===== config.mk =====
export PLATFORM = sky130hd
export DESIGN_NAME = tpu_tile_sequencer
export DESIGN_NICKNAME = d
export VERILOG_FILES = /design/src/rtl/tpu_tile_sequencer.sv
export SDC_FILE = /design/constraint.sdc
export NUM_CORES = 1
export LEC_CHECK = 0
export ABC_AREA = 1
export ABC_CLOCK_PERIOD_IN_PS = 4100
export CAP_MARGIN = 25
export CORE_ASPECT_RATIO = 1.75
export CORE_MARGIN = 8
export CORE_UTILIZATION = 52
export DETAILED_ROUTE_END_ITERATION = 8
export GPL_ROUTABILITY_DRIVEN = 0
export GPL_TIMING_DRIVEN = 0
export PLACE_DENSITY = 0.75
export SYNTH_ARGS = -nofsm -noshare
export SYNTH_HDL_FRONTEND = slang
export SYNTH_SLANG_ARGS = --single-unit

===== constraint.sdc =====
create_clock -name clk -period 4.1 [get_ports clk]
set_input_delay 0.82 -clock clk [delete_from_list [all_inputs] [get_ports clk]]
set_output_delay 0.82 -clock clk [all_outputs]
set_load 0.005 [all_outputs]

===== src/rtl/tpu_tile_sequencer.sv =====
// Tile sequencer for a systolic-array TPU: per tile it loads one weight set,
// streams input vectors from the UB and writes results back after a fixed latency.
module tpu_tile_sequencer #(
    parameter int unsigned ADDRESSSIZE = 10,
    parameter int unsigned TILE_BW     = 4,
    parameter int unsigned RES_LAT     = 65
) (
    input  logic                   clk,
    input  logic                   rstn,
    input  logic                   start,
    input  logic                   abort,
    input  logic [ADDRESSSIZE-1:0] cfg_num_rows,
    input  logic [TILE_BW-1:0]     cfg_num_tiles,
    input  logic [ADDRESSSIZE-1:0] cfg_ub_base,
    input  logic [ADDRESSSIZE-1:0] cfg_res_base,
    input  logic                   fifo_empty,
    output logic                   fifo_read_enable,
    output logic                   we_rl,
    output logic                   ub_read_en,
    output logic [ADDRESSSIZE-1:0] ub_address,
    output logic                   res_write_enable,
    output logic [ADDRESSSIZE-1:0] res_address,
    output logic                   busy,
    output logic                   done,
    output logic [TILE_BW-1:0]     tile_idx
);

    typedef enum logic [2:0] {
        ST_IDLE  = 3'd0,
        ST_WAITW = 3'd1,
        ST_LOAD  = 3'd2,
        ST_FEED  = 3'd3,
        ST_DRAIN = 3'd4,
        ST_DONE  = 3'd5
    } state_t;

    state_t                 state_r;
    state_t                 state_s;
    logic [ADDRESSSIZE-1:0] num_rows_r;
    logic [ADDRESSSIZE-1:0] row_cnt_r;
    logic [ADDRESSSIZE-1:0] ub_addr_r;
    logic [ADDRESSSIZE-1:0] res_addr_r;
    logic [TILE_BW-1:0]     num_tiles_r;
    logic [TILE_BW-1:0]     tile_idx_r;
    logic [RES_LAT-1:0]     vline_r;
    logic                   fifo_rd_r;
    logic                   ub_rd_r;
    logic                   busy_r;
    logic                   done_r;

    logic accept_s;
    logic cancel_s;
    logic last_row_s;
    logic last_tile_s;
    logic line_empty_s;
    logic tile_adv_s;

    assign accept_s     = (state_r == ST_IDLE) && start && !abort;
    assign cancel_s     = (state_r != ST_IDLE) && abort;
    assign last_row_s   = (row_cnt_r == (num_rows_r - ADDRESSSIZE'(1)));
    assign last_tile_s  = ((tile_idx_r + TILE_BW'(1)) == num_tiles_r);
    assign line_empty_s = (vline_r == {RES_LAT{1'b0}});
    assign tile_adv_s   = (state_r == ST_DRAIN) && (state_s == ST_WAITW);

    // Next-state decode; abort overrides every non-idle state.
    always_comb begin
        state_s = state_r;
        case (state_r)
            ST_IDLE: begin
                if (accept_s) begin
                    if ((cfg_num_rows == {ADDRESSSIZE{1'b0}}) || (cfg_num_tiles == {TILE_BW{1'b0}})) begin
                        state_s = ST_DONE;
                    end else begin
                        state_s = ST_WAITW;
                    end
                end else begin
                    state_s = ST_IDLE;
                end
            end
            ST_WAITW: begin
                if (abort) begin
                    state_s = ST_IDLE;
                end else if (!fifo_empty) begin
                    state_s = ST_LOAD;
                end else begin
                    state_s = ST_WAITW;
                end
            end
            ST_LOAD: begin
                if (abort) begin
                    state_s = ST_IDLE;
                end else begin
                    state_s = ST_FEED;
                end
            end
            ST_FEED: begin
                if (abort) begin
                    state_s = ST_IDLE;
                end else if (last_row_s) begin
                    state_s = ST_DRAIN;
                end else begin
                    state_s = ST_FEED;
                end
            end
            ST_DRAIN: begin
                if (abort) begin
                    state_s = ST_IDLE;
                end else if (!line_empty_s) begin
                    state_s = ST_DRAIN;
                end else if (last_tile_s) begin
                    state_s = ST_DONE;
                end else begin
                    state_s = ST_WAITW;
                end
            end
            ST_DONE: begin
                state_s = ST_IDLE;
            end
            default: begin
                state_s = ST_IDLE;
            end
        endcase
    end

    // State register and strobes registered from the next state so they align with it.
    always_ff @(posedge clk or negedge rstn) begin
        if (!rstn) begin
            state_r   <= ST_IDLE;
            fifo_rd_r <= 1'b0;
            ub_rd_r   <= 1'b0;
            busy_r    <= 1'b0;
            done_r    <= 1'b0;
        end else begin
            state_r   <= state_s;
            fifo_rd_r <= (state_s == ST_LOAD);
            ub_rd_r   <= (state_s == ST_FEED);
            busy_r    <= (state_s != ST_IDLE);
            done_r    <= (state_s == ST_DONE);
        end
    end

    // Result-valid line: the oldest stage drives the result write strobe.
    always_ff @(posedge clk or negedge rstn) begin
        if (!rstn) begin
            vline_r <= {RES_LAT{1'b0}};
        end else if (cancel_s) begin
            vline_r <= {RES_LAT{1'b0}};
        end else begin
            vline_r <= {vline_r[RES_LAT-2:0], ub_rd_r};
        end
    end

    // Row counter within the current FEED burst.
    always_ff @(posedge clk or negedge rstn) begin
        if (!rstn) begin
            row_cnt_r <= {ADDRESSSIZE{1'b0}};
        end else if (state_r == ST_FEED) begin
            row_cnt_r <= row_cnt_r + ADDRESSSIZE'(1);
        end else begin
            row_cnt_r <= {ADDRESSSIZE{1'b0}};
        end
    end

    // Job configuration, tile index and address pointers (contiguous across tiles).
    always_ff @(posedge clk or negedge rstn) begin
        if (!rstn) begin
            num_rows_r  <= {ADDRESSSIZE{1'b0}};
            num_tiles_r <= {TILE_BW{1'b0}};
            ub_addr_r   <= {ADDRESSSIZE{1'b0}};
            res_addr_r  <= {ADDRESSSIZE{1'b0}};
            tile_idx_r  <= {TILE_BW{1'b0}};
        end else if (accept_s) begin
            num_rows_r  <= cfg_num_rows;
            num_tiles_r <= cfg_num_tiles;
            ub_addr_r   <= cfg_ub_base;
            res_addr_r  <= cfg_res_base;
            tile_idx_r  <= {TILE_BW{1'b0}};
        end else begin
            if (state_r == ST_FEED) begin
                ub_addr_r <= ub_addr_r + ADDRESSSIZE'(1);
            end
            if (vline_r[RES_LAT-1]) begin
                res_addr_r <= res_addr_r + ADDRESSSIZE'(1);
            end
            if (tile_adv_s) begin
                tile_idx_r <= tile_idx_r + TILE_BW'(1);
            end
        end
    end

    assign fifo_read_enable = fifo_rd_r;
    assign we_rl            = fifo_rd_r;
    assign ub_read_en       = ub_rd_r;
    assign ub_address       = ub_addr_r;
    assign res_write_enable = vline_r[RES_LAT-1];
    assign res_address      = res_addr_r;
    assign busy             = busy_r;
    assign done             = done_r;
    assign tile_idx         = tile_idx_r;

endmodule


# Word-level counts from Yosys, hierarchy flattened
# Cells that the tools add are included.
# totals
inputBits	39
output_inout_bits	30
regBits	120
romBits	0
wordCells	61
latchBits	0
ramBits	0
n_memories	0
# classes
shifts	0
n_div	0
n_addsub	5
bitwise_logic	0
reduce_logical	15
mux	19
multipliers	0
n_eq_ne	10
order_cmp	0
# op_table
cell	count
$logic_not 65->1	1
$mux 65	1
$mux 10	5
$add 10x1->10 const B	3
$mux 3	7
$pmux 3 s5	1
$eq 3x2->1 const B	4
$eq 10x10->1	1
$logic_not 10->1	1
$sub 10x1->10 const B	1
$mux 4	2
$eq 3x1->1 const B	2
$eq 3x3->1 const B	2
$mux 2	3
$reduce_bool 2->1	3
$reduce_bool 3->1	2
$add 4x1->4 const B	1
$eq 4x4->1	1
$logic_and 1x1->1	4
$logic_not 4->1	1
$logic_not 3->1	1
$logic_not 1->1	1
$logic_or 1x1->1	1

# Depth between registers and ports, before layout
# Gate-level depths: netlist of the first run.
# depth
ltp_word	10
ltp_mapped	16
ltp_nobuf	16

# Worst setup path before layout of the first run
# Ideal clock, no wire load.
# synth_timing
path_type	input -> register
startpoint	input abort
endpoint	register tile_idx_r[0], in the netlist tile_idx[0]
setup_time_ns	0.117
required_time_ns	3.983
n_path_buf	0
slack_ns	2.249
cell_stages	8
arrival_ns	1.734
cell_sequence	nor4_1 -> a31oi_1 -> nand3_1 -> nand3_4 -> nor2_4 -> nand2_1 -> nand2_1 -> nor2_1
# synth_via
elab_chain_cells	7
elab_cells_between_ends	12
cone_classes	1 x eq/ne; 7 x mux; 4 x reduce/logical
# synth_lines
item	line	source
from (decl)	11	input logic abort,
$logic_not 1->1	58	assign accept_s = (state_r == ST_IDLE) && start && !abort;
$logic_and 1x1->1	58	
$mux 3	70	if (accept_s) begin
$pmux 3 s5	68	case (state_r)
$eq 3x1->1	63	assign tile_adv_s = (state_r == ST_DRAIN) && (state_s == ST_WAITW);
$logic_and 1x1->1	63	
$reduce_bool 2->1 (no source line)	-	
to (signal assigned)	171	tile_idx_r <= {TILE_BW{1'b0}};
to (signal assigned)	177	tile_idx_r <= {TILE_BW{1'b0}};
to (signal assigned)	186	tile_idx_r <= tile_idx_r + TILE_BW'(1);
to (decl)	44	logic [TILE_BW-1:0] tile_idx_r;
# Parallel ways exist; a longest one is shown, timed or not.
# A chain may end at the register's enable or synchronous reset.

# Worst setup path after layout of the first run
# layout_timing
startpoint	input abort
endpoint	register vline_r[40]
# layout_via
elab_chain_cells	2
# layout_lines
item	line	source
$logic_and 1x1->1	59	assign cancel_s = (state_r != ST_IDLE) && abort;
$mux 65	146	end else if (cancel_s) begin
to (signal assigned)	145	vline_r <= {RES_LAT{1'b0}};
to (signal assigned)	147	vline_r <= {RES_LAT{1'b0}};
to (signal assigned)	149	vline_r <= {vline_r[RES_LAT-2:0], ub_rd_r};
to (decl)	45	logic [RES_LAT-1:0] vline_r;
# No other way between the ends.

==> metrics.cfg, run 1 <==
[placed_design]
dpl.hpwl_um=9690
portBuffers=68

[setup_path]
critPathTopFamily=buffers and inverters
end_kind=flip-flop
slowest_stage=clkdlybuf4s50_1
start_kind=input pin
cp_common_cell=clkbuf_1
rrSetupSlack_ns=2.00
max_stage_delay_ns=0.61
crit_chain=clkdlybuf4s50_1 -> inv_1 -> a21oi_1 -> clkbuf_1 -> clkbuf_1 -> nor2_1
critPathMaxFanout=10
cp_num_buf_inv=4
worst_ep_required_time_ns=4.38
crit_type=in -> reg
arrival_ns=2.64

[timing]
rsz0062_at_grt=false
relSlewSlack_pct=63.1
fin_crit_ns=2.36
slew_viol_final=0
timing.fmax_ghz=0.424
worst_pin_slew_ns=0.553
finalClockSkew_ns=0.00913
tns_ns=0
setup_viol=0
fin_crit_sh_pct=57.5
finalHoldViolations=0

[yosys]
netlist_area_sq_um=5640
netlist_top_cells_area=dfrtp_1 53%, nor2_1 9.1%, nand2_1 7.8%
synth_edf_count=0
ys_ff_latch=120
yosysWarnings=0
synth_top_cell_by_area=dfrtp_1
avgSynthCellArea_sq_um=8.24
synthTopCellsByCount=136 x nor2_1, 120 x dfrtp_1, 117 x nand2_1, 111 x inv_1, 42 x nand3_1
synth.most_common_cell=nor2_1
syn_inst=684
yosysSeqAreaShare_pct=53.3
synth-main-ff-cell=dfrtp_1
yosysTopAreaCellShare_pct=53.3
synth_nets=728
synthArstFlopShare_pct=100
synth_cell_types=41

[final_layout]
layout-area-overhead-vs-synth_pct=26.0
n_antenna_cell=0
drive_above_1_share_pct=9.81
postLayoutCoreUtil_pct=66.8
fin_nets=816

[floorplan]
start_util_pct=53.0
ios=69
die_y_um=154
row_count=50
coreArea_sq_um=10600
die_w_um=94.7
die_area_sq_um=14600

[global_route]
antenna_found_initial=0
grt_pass1_vias=4946
grt_usage_pct=19.6
gr-total-overflow=0
grt_max_degree=68
grt_pass1_wl_um=22600

[clocking]
numClockSinks=120
ctsHoldBuffers=0
cts_tree=yes
cts-resized-gates=0
clkTransAtPathRegs_ns=0.06
htreeDepth=4
clock_latency_ns=0.41
postCtsSetupBuffers=0
cts_root_buf=clkbuf_16
cts_buffer_depth=2
numCtsBuffers=17

[route]
drc=0
antenna_left=0
wire_per_inst_um=14.6
drtIter0Drc=245
wl_um=13400
dr.pass1.iters=4
detail_route.vias_per_cell=5.09
num_vias=4654

[min_path]
hp-class=in -> async

[power]
power_leakage_nw=3.41
peakVddDrop_v=0.000382
power_density_nw_per_um2=614
power_w=0.00436

[flow_run]
cap_violations=0

[status]
status=completed

==> registers in the layout (all words and copies together) (netlist names) <==
signal	count
busy	1
done	1
fifo_read_enable	1
num_rows_r	10
num_tiles_r	4
res_address	10
row_cnt_r	10
state_r	3
tile_idx	4
ub_address	10
ub_read_en	1
vline_r	65
==> through the flow <==
step                      hold slack (ns)  setup slack [ns]  instances  area, sq um
after floorplan                     0.460              2.25        684         5640
after CTS                           0.372              1.75        915         7110
after detailed placement            0.476              1.32        883         6510
after global placement              0.468             -2.28        882         6480
after global routing                0.390              1.57        915         7110
final                               0.356              1.74        915         7110
==> cell usage in the layout (no fill, tap or decap), types with 7 or more instances in the layout <==
| cell type | count |
|---|---|
| nor2_1 | 136 |
| dfrtp_1 | 120 |
| nand2_1 | 117 |
| inv_1 | 111 |
| clkdlybuf4s50_1 | 67 |
| nand3_1 | 42 |
| o21ai_0 | 24 |
| clkbuf_16 | 17 |
| nor3_1 | 14 |
| clkbuf_1 | 13 |
| a21oi_1 | 11 |
| inv_2 | 8 |
| xor2_1 | 7 |
| xnor2_1 | 7 |
==> routing by layer <==
layer / vias to the layer above / global-route usage, % / part of all wire [%]
met1: 2212 / 20.0 / 37
met2: 113 / 35.4 / 55
li1: 2292 / - / -
met3: 37 / 5.31 / 4.3
met5: - / 0 / 0
met4: 0 / 9.13 / 3.4
==> report_power, final <==
group / internal, W / total, W / switching (W)
combinational: 0.000560 / 0.00131 / 0.000751
sequential: 0.00137 / 0.00157 / 0.000196
clock: 0.000907 / 0.00148 / 0.000576
total: 0.00284 / 0.00436 / 0.00152
==> cell type report <==
cell class / count / area [sq um]
Fill cell: 857 / 3530
Inverter: 121 / 462
Clock buffer: 17 / 425
Tap cell: 130 / 163
Clock inverter: 15 / 169
Sequential cell: 120 / 3000
Buffer: 20 / 90.1
Multi-Input combinational cell: 423 / 2080
Timing Repair Buffer: 69 / 709
==> logic make-up after synthesis <==
family,Yosys count,synth area share [%]
adders and majority gates,5,1.11
and+or+nand+nor,349,28.0
AOI/OAI and AO/OA,55,5.70
DFF,120,53.3
buffers and inverters,141,9.78
xor gates and xnor gates,14,2.17
==> final timing paths <==
kind,start,endpoint,depth (start not counted)
min,rstn,num_rows_r[6]$_DFFE_PN0P_,1
max in group asynchronous,rstn,ub_address[0]$_DFFE_PN0P_,2
max,abort,vline_r[40]$_DFF_PN0_,6
min in group clk,vline_r[55]$_DFF_PN0_,vline_r[56]$_DFF_PN0_,2
max reg2reg,num_rows_r[0]$_DFFE_PN0P_,tile_idx[0]$_DFFE_PN0P_,15
min reg2reg,vline_r[55]$_DFF_PN0_,vline_r[56]$_DFF_PN0_,2
Power figures use the tool's default switching activity.
==> run 2: changes to the inputs <==
--- a/config.mk
+++ b/config.mk
@@ -6,7 +6,7 @@
 export NUM_CORES = 1
 export LEC_CHECK = 0
 export ABC_AREA = 1
-export ABC_CLOCK_PERIOD_IN_PS = 4100
+export ABC_CLOCK_PERIOD_IN_PS = 2400
 export CAP_MARGIN = 25
 export CORE_ASPECT_RATIO = 1.75
 export CORE_MARGIN = 8
==> constraint.sdc (replaced) <==
create_clock -name clk -period 2.4 [get_ports clk]
set_input_delay 0.48 -clock clk [delete_from_list [all_inputs] [get_ports clk]]
set_output_delay 0.48 -clock clk [all_outputs]
set_load 0.005 [all_outputs]
==> results of run 2 <==
The final DEF is identical to that of run 1. Status: completed.
Among the figures that moved: setup slack after placement 1.32 ns -> -0.0388 ns; setup slack after layout 1.74 ns -> 0.296 ns; hold slack 0.356 ns -> 0.0158 ns; start point of the critical path abort -> num_rows_r[0]$_DFFE_PN0P_; end point of the critical path vline_r[40]$_DFF_PN0_ -> tile_idx[0]$_DFFE_PN0P_; register-to-register setup slack 2.00 ns -> 0.30 ns; total power 0.00436 W -> 0.00746 W; worst IR drop on VDD 0.000382 V -> 0.000653 V
